`src/rtl/v_tile_out_router.sv`:
```
// Result router: FIFO-buffers adder output vectors, multicasts each to neighbour tiles.
// Optional ack timeout and ack_err enabled by V_TILE_OUT_ACK_TIMEOUT_EN.
module v_tile_out_router #(
   parameter int width       = 16,
   parameter int num_inputs  = 4,
   parameter int num_dests   = 4,
   parameter int fifo_depth  = 4,
   parameter int ack_timeout = 15
) (
   input  logic                        clk,
   input  logic                        reset,
   input  logic                        in_valid,
   input  logic [width-1:0]            in_data [num_inputs],
   input  logic [num_dests-1:0]        in_dest,
   input  logic [num_dests-1:0]        out_rdy,
   output logic [num_dests-1:0]        out_en,
   output logic [width-1:0]            out_data [num_inputs],
   input  logic [num_dests-1:0]        out_ack,
   output logic [$clog2(fifo_depth):0] fifo_count,
   output logic                        busy,
   output logic                        overflow,
   output logic                        ack_err
);

   localparam int VW = width * num_inputs;
   localparam int PW = $clog2(fifo_depth);
   localparam int CW = PW + 1;
   localparam int DW = (num_dests > 1) ? $clog2(num_dests) : 1;

   typedef enum logic [1:0] {IDLE, ARB, ISSUE, WAIT} state_t;

   state_t               state_q, state_d;
   logic [VW-1:0]        mem_q [fifo_depth];
   logic [VW-1:0]        mem_d [fifo_depth];
   logic [num_dests-1:0] mmask_q [fifo_depth];
   logic [num_dests-1:0] mmask_d [fifo_depth];
   logic [PW-1:0]        wr_q, wr_d, rd_q, rd_d;
   logic [CW-1:0]        cnt_q, cnt_d;
   logic [VW-1:0]        odata_q, odata_d, in_vec;
   logic [num_dests-1:0] rem_q, rem_d, en_q, en_d, dsel_oh;
   logic [DW-1:0]        dsel;
   logic                 ovf_q, ovf_d;
   logic                 empty, full, pop, push, ack_hit, timeout;

   always_comb begin
      in_vec = '0;
      for (int i = 0; i < num_inputs; i++)
         in_vec[i*width +: width] = in_data[i];
   end

   // Lowest pending destination; rem is frozen between ARB and WAIT exit
   always_comb begin
      dsel = '0;
      for (int i = num_dests - 1; i >= 0; i--)
         if (rem_q[i]) dsel = DW'(i);
   end

   assign dsel_oh = num_dests'(1) << dsel;
   assign ack_hit = out_ack[dsel];
   assign empty   = (cnt_q == '0);
   assign full    = (cnt_q == CW'(fifo_depth));
   assign pop     = (state_q == IDLE) && !empty;
   assign push    = in_valid && (!full || pop);

   always_comb begin
      mem_d   = mem_q;
      mmask_d = mmask_q;
      wr_d    = wr_q;
      rd_d    = rd_q;
      cnt_d   = cnt_q;
      ovf_d   = ovf_q | (in_valid & ~push);
      if (push) begin
         mem_d[wr_q]   = in_vec;
         mmask_d[wr_q] = in_dest;
         wr_d          = wr_q + PW'(1);
      end
      if (pop) rd_d = rd_q + PW'(1);
      case ({push, pop})
         2'b10:   cnt_d = cnt_q + CW'(1);
         2'b01:   cnt_d = cnt_q - CW'(1);
         default: cnt_d = cnt_q;
      endcase
   end

   always_comb begin
      state_d = state_q;
      rem_d   = rem_q;
      odata_d = odata_q;
      en_d    = '0;
      unique case (state_q)
         IDLE: if (!empty) begin
            odata_d = mem_q[rd_q];
            rem_d   = mmask_q[rd_q];
            state_d = (mmask_q[rd_q] != '0) ? ARB : IDLE;
         end
         ARB: if (out_rdy[dsel]) begin
            en_d    = dsel_oh;
            state_d = ISSUE;
         end
         ISSUE: state_d = WAIT;
         WAIT: if (ack_hit || timeout) begin
            rem_d   = rem_q & ~dsel_oh;
            state_d = ((rem_q & ~dsel_oh) != '0) ? ARB : IDLE;
         end
         default: state_d = IDLE;
      endcase
   end

`ifdef V_TILE_OUT_ACK_TIMEOUT_EN
   localparam int TW = $clog2(ack_timeout + 1);

   logic [TW-1:0] tmr_q, tmr_d;
   logic          err_q, err_d;

   // An ack on the last allowed cycle wins over the timeout
   always_comb begin
      tmr_d   = tmr_q;
      timeout = (state_q == WAIT) && !ack_hit &&
                (tmr_q == TW'(ack_timeout - 1));
      err_d   = err_q | timeout;
      if (state_q == ISSUE)
         tmr_d = '0;
      else if (state_q == WAIT)
         tmr_d = tmr_q + TW'(1);
   end

   always_ff @(posedge clk) begin
      if (reset) begin
         tmr_q <= '0;
         err_q <= 1'b0;
      end else begin
         tmr_q <= tmr_d;
         err_q <= err_d;
      end
   end

   assign ack_err = err_q;
`else
   assign timeout = 1'b0;
   assign ack_err = 1'b0;
`endif

   always_ff @(posedge clk) begin
      mem_q   <= mem_d;
      mmask_q <= mmask_d;
   end

   always_ff @(posedge clk) begin
      if (reset) begin
         state_q <= IDLE;
         wr_q    <= '0;
         rd_q    <= '0;
         cnt_q   <= '0;
         odata_q <= '0;
         rem_q   <= '0;
         en_q    <= '0;
         ovf_q   <= 1'b0;
      end else begin
         state_q <= state_d;
         wr_q    <= wr_d;
         rd_q    <= rd_d;
         cnt_q   <= cnt_d;
         odata_q <= odata_d;
         rem_q   <= rem_d;
         en_q    <= en_d;
         ovf_q   <= ovf_d;
      end
   end

   always_comb begin
      for (int i = 0; i < num_inputs; i++)
         out_data[i] = odata_q[i*width +: width];
   end

   assign out_en     = en_q;
   assign fifo_count = cnt_q;
   assign overflow   = ovf_q;
   assign busy       = (state_q != IDLE) || !empty;

endmodule

```
`config.mk`:
```
export PLATFORM = sky130hd
export DESIGN_NAME = v_tile_out_router
export DESIGN_NICKNAME = d
export VERILOG_FILES = /design/src/rtl/v_tile_out_router.sv
export SDC_FILE = /design/constraint.sdc
export NUM_CORES = 1
export LEC_CHECK = 0
export CAP_MARGIN = 5
export CORE_MARGIN = 10
export CORE_UTILIZATION = 45
export DETAILED_ROUTE_END_ITERATION = 12
export DONT_BUFFER_PORTS = 1
export PLACE_DENSITY = 0.57
export SETUP_SLACK_MARGIN = 0.3
export SLEW_MARGIN = 40
export SYNTH_ARGS = -nofsm -noshare
export SYNTH_HDL_FRONTEND = slang
export SYNTH_SLANG_ARGS = --single-unit
```
`constraint.sdc`:
```
create_clock -name clk -period 4.35 [get_ports clk]
set_input_delay 0.87 -clock clk [delete_from_list [all_inputs] [get_ports clk]]
set_output_delay 0.87 -clock clk [all_outputs]
set_load 0.005 [all_outputs]
```
# ---- Word level (Yosys, flattened, before mapping)
# Cells that the tools add are included.
dict set report word_totals {
  elab_cells 92
  in_bits 79
  output_inout_bits 74
  reg_bits 354
}
dict set report op_classes {
  add_sub_neg 4
  shift 1
  mux 30
  reduce_logical 18
  n_lt_le_gt_ge 4
  bitwise 10
  eq_ne 9
}
# op n
set ops {}
lappend ops {{bitwise mux 256 bit} 1}
lappend ops {{two-way mux 64 bit} 3}
lappend ops {{binary-select mux 64 bit (select 2 bit)} 1}
lappend ops {{demux 64 bit (select 2 bit)} 1}
lappend ops {{two-way mux 4 bit} 5}
lappend ops {{bitwise mux 16 bit} 1}
lappend ops {{two-way mux 2 bit} 7}
lappend ops {{binary-select mux 4 bit (select 2 bit)} 1}
lappend ops {{demux 4 bit (select 2 bit)} 1}
lappend ops {{case mux 2 bit (4 select lines)} 1}
lappend ops {{case mux 4 bit (2 select lines)} 1}
lappend ops {{nonzero test 4 bit} 2}
lappend ops {{equality test 2 bit (second input constant)} 3}
lappend ops {{>= comparator 3 bit (second input constant)} 2}
lappend ops {{!= test 2 bit (second input constant)} 3}
lappend ops {{NOT 2 -> 3 bit} 2}
lappend ops {{case mux 3 bit (2 select lines)} 1}
lappend ops {{AND reduction 3 bit} 2}
lappend ops {{nonzero test 2 bit} 3}
lappend ops {{adder 2 x 1 -> 2 bit (second input constant)} 2}
lappend ops {{AND 4 bit} 1}
lappend ops {{binary-select mux 1 bit (select 2 bit)} 2}
lappend ops {{equality test 2 x 1 -> 1 bit (second input constant)} 2}
lappend ops {{two-way mux 1 bit} 4}
lappend ops {{17 further kinds} 24}

# ---- Depth between registers and ports, before layout
dict set report depth {
  ltp_word 11
  ltp_mapped 11
  mapped_depth_nobuf 10
}

# ---- Worst setup path after synthesis
# No wires, ideal clock.
dict set report synth_timing {
  kind {input -> register}
  from {input in_valid}
  to {register mem_q[0] (netlist bit) (enable)}
  setup_time_ns 0.433
  required_time_ns 3.917
  cell_stages 3
  path_slack_ns 1.075
  t_arrival_ns 2.842
  n_path_buf 1
  cell_sequence {nor2b_1 -> clkbuf_1 -> and2_1}
}
dict set report synth_between {
  elab_chain_len 1
}
# item line
set synth_lines {}
lappend synth_lines {{from (decl)} 12} ;# input logic in_valid,
lappend synth_lines {{logical AND 1 bit} 63} ;# assign push = in_valid && (!full || pop);
lappend synth_lines {{to (signal assigned)} 144} ;# mem_q <= mem_d;
lappend synth_lines {{to (decl)} 33} ;# logic [VW-1:0] mem_q [fifo_depth];
# Every way passes these cells.
# A chain may end at the register's enable or synchronous reset.

# ---- Worst setup path after layout
dict set report layout_timing {
  from {register state_q[1]}
  to {register cnt_q[2] (netlist: fifo_count[2])}
}
dict set report layout_between {
  elab_chain_len 6
  word_cells_on_any_way 8
  classes_between {eq/ne (2); mux (1); reduce/logical (5)}
}
# item line
set layout_lines {}
lappend layout_lines {{from (decl)} 32} ;# state_t state_q, state_d;
lappend layout_lines {{from (signal assigned)} 159} ;# state_q <= state_d;
lappend layout_lines {{zero test 2 bit *} 62} ;# assign pop = (state_q == IDLE) && !empty;
lappend layout_lines {{logical AND 1 bit *} 62}
lappend layout_lines {{logical OR 1 bit} 63}
lappend layout_lines {{logical AND 1 bit} 63}
lappend layout_lines {{equality test 2 x 1 -> 1 bit or equality test 2 bit (tied branches)} 78} ;# case ({push, pop})
lappend layout_lines {{case mux 3 bit (2 select lines) or nonzero test 2 bit (tied branches)} --}
lappend layout_lines {{to (signal assigned)} 162} ;# cnt_q <= cnt_d;
lappend layout_lines {{to (decl)} 38} ;# logic [CW-1:0] cnt_q, cnt_d;
# Mark *: on every way between the ends. The rest lies on a longest branch, timed or not.

==> results by group <==
Global route
  • GRT Overall Usage: between 10 and 15%
  • Antenna violations before repair: 0
  • Largest net degree at the start of global routing: 79
  • Number of global-route vias before repair: between 6000 and 7000
  • Global-route wire length before repair: 40500 µm
  • Final global-route overflow total: 0

Critical path
  • Arrival time reported for the critical path endpoint: 3.08 ns
  • Setup crit start kind: flop
  • Reg2reg start: state_q[1]
  • Kind of critical path: flop to flop
  • RR Endpoint: fifo_count[2]
  • Worst setup slack for register-to-register paths: ~1.7 ns
  • Critical-path maximum fanout: 7
  • Kind of capture point of the worst setup path: flop
  • CP required: 4.78 ns
  • Path depth of the worst reg2reg path: 10

Outcome
  • Status: finished clean

Placed design
  • Count of buffers from port buffering: 0
  • # placed instances: roughly 1100
  • RePlAce Congestion: 0.816
  • Detailed-placement wirelength estimate: 16700 µm

Final layout
  • Post-layout nets: between 800 and 900
  • Growth of design area from synthesis to finish: 12.6%
  • Most frequent standard cell in the layout excluding fill and tap cells: edfxtp_1
  • Final core area utilization: 51.4%
  • Fraction of final layout cells sized beyond drive strength 1: 18.4%
  • Antenna Diode Count: 0
  • Non-Filler Instances: 1181
  • Commonest cells after routing, fill and taps aside: edfxtp_1 (272), nand2_1 (134), dfxtp_1 (80)

CTS
  • Num CTS Buffers: 37
  • Clock latency reported for the late side of the worst-skew pair: ~0.5 ns
  • Hold buffer count at cts: 0
  • Longest Clk Path Bufs: 3
  • Clock tree from TritonCTS: yes
  • Post-CTS sizing: 0
  • Cell at the root of the clock tree: clkbuf_16
  • Clock sink count: around 350
  • Number of buffers added for setup after CTS: 0
  • # H-tree levels: 2
  • Clock edge transition at the registers on the reported setup and hold paths: ~0.060 ns

Power and ir drop
  • P_leak: 4.74 nW
  • Total power: 9.57 mW
  • Peak VDD IR: 326 µV
  • Pwr dens: between 600 and 700 nW/µm²

Logic synthesis
  • Share of async-settable or async-resettable flops after synthesis: 0%
  • Area share of the leading cell type in the synthesized netlist: 62.3%
  • Synth Net Count: 850
  • Share of synthesized area occupied by flip-flops and latches: 74.8%
  • Netlist cell types: 50
  • Syn Inst Count: 761
  • Mapped Area: 13100 µm²
  • Cell taking the most area after synthesis: edfxtp_1
  • Cell types with the largest area share after synthesis: edfxtp_1 (62%), dfxtp_1 (13%), mux4_2 (12%), nand2_1 (3.8%), a21oi_1 (2.7%)
  • Number of warning messages in the yosys log: 0
  • FF+latch count, synth: 354
  • Mean cell area of the mapped netlist: 17.2 µm²
  • Count of flip-flops with a built-in enable after synthesis: 272
  • Top flip-flop cell by instance count after synthesis: edfxtp_1

Floorplanning
  • Placeable Area: 28700 µm²
  • Placement Rows: 62
  • Die footprint: 36400 µm²
  • Boundary Pins: 153
  • Initial core utilization: 45.7%
  • Height of the die: 191 µm
  • Width of the die: 191 µm

Routing
  • Detailed Route Iter0 Violations: 336
  • DRC violation count after routing: 0
  • Vias per cell: around 5.4
  • Antenna Violating Nets Remaining: 0
  • Routed length per placed instance: 22.2 µm
  • Via total after detailed routing: 6373
  • DRT Wirelength: 26200 µm
  • Router iterations before antenna repair: 6

STA
  • Skew final: 0.0131 ns
  • Final setup violation count: 0
  • Hold Fails Final Rpt: 0
  • Normalized max-slew margin: approximately 54%
  • Tightest Pin Transition: 0.691 ns
  • Fin crit share: between 60% and 70%
  • Setup repair after global routing missed its margin: false
  • Pins Over Slew Limit: 0
  • Tmin final: 2.65 ns
  • Fmax: 377 MHz
  • Setup total negative slack: 0 ns
  • Worst hold slack: 0.436 ns

Hold path
  • Worst hold start: reset
  • Endpoint with the worst hold slack: odata_q[2]
  • Min-delay worst type: input port to flop
  • Worst hold stages: 1

Flow run
  • Maximum Capacitance Violations: 0
==> how the worst max path moves through the flow <==
stage          startpoint  slack (ns)             to  cells after the start
2_1_floorplan    in_valid        1.07       mem_q[0]                      3
6_report       state_q[1]        1.70  fifo_count[2]                     10
4_1_cts        state_q[0]        1.67     mem_q[159]                      7
3_3_place_gp     in_valid        1.62     mem_q[154]                      2
5_1_grt        state_q[1]        1.46  fifo_count[2]                     10
3_5_place_dp     in_valid        1.60     mem_q[158]                      4
==> logic make-up (layout without fill, tap and decap cells) <==
group | count (synthesis) | after routing | synth area share (%)
flip-flops | 354 | 354 | 74.8
AND/OR/NAND/NOR | 171 | 171 | 5.57
AO/OA/AOI/OAI | 92 | 92 | 4.07
multiplexers | 70 | 70 | 11.8
buffers and inverters | 57 | 93 | 2.23
adder cells (fa/ha/maj) | 11 | 11 | 1.09
XOR/XNOR | 5 | 5 | 0.334
other | 1 | 1 | 0.0286
==> critical path, stage by stage, from the launching register on <==
cell	delay, ns
dfxtp_1	0.34
inv_1	0.11
ha_1	0.25
nor4b_1	0.10
nor2b_1	0.47
inv_1	0.09
ha_1	0.24
fa_1	0.38
xnor2_1	0.15
or3_1	0.31
a21oi_1	0.15
==> metrics by stage <==
stage	setup slack, ns	area [µm²]
final	1.70	14800
after global placement	1.62	13400
after global routing	1.46	14800
after detailed placement	1.60	13600
after floorplan	1.07	13100
after CTS	1.67	14800
==> where the power goes <==
| part | internal, mW | switching (mW) | leakage, nW |
|---|---|---|---|
| clock network | 1.82 | 1.20 | 0.586 |
| registers | 4.17 | 0.389 | 3.17 |
| logic | 0.832 | 1.15 | 0.986 |
==> registers in the layout, indices dropped and copies added (netlist names) <==
| register | cells |
|---|---|
| rd_q | 2 |
| rem_q | 4 |
| mem_q | 256 |
| state_q | 2 |
| out_en | 4 |
| fifo_count | 3 |
| odata_q | 64 |
| mmask_q | 16 |
| overflow | 1 |
| wr_q | 2 |
==> synthesized netlist by cell type, types with 3 or more instances <==
cell type / instances
nand2_1: 134
a21oi_1: 71
buf_6: 3
clkbuf_1: 19
edfxtp_1: 272
nor3_1: 4
o21ai_0: 4
dfxtp_1: 82
inv_1: 12
and3_1: 3
buf_4: 7
xnor2_1: 3
ha_1: 9
nor2_1: 9
buf_1: 5
o21a_1: 3
and2_1: 4
buf_2: 9
mux4_2: 68
==> layer usage <==
metal | wire, µm | share of wire (%) | track usage (%) | up-vias
li1 | - | - | - | 2913
met5 | 0 | 0 | 0 | -
met3 | 2530 | 9.6 | 6.00 | 30
met1 | 9930 | 38 | 16.4 | 3261
met4 | 406 | 1.5 | 3.69 | 0
met2 | 13400 | 51 | 24.6 | 169
==> cell type report <==
type                    count  area, µm²
flip-flops and latches    354       9820
fillers                  2338      13900
well taps                 384        480
multi-input cells         350       3020
clock inverters            10       73.8
repair buffers             13        209
inverters                  12       45.0
clock buffers              58       1120
Power figures use the tool's default switching activity.
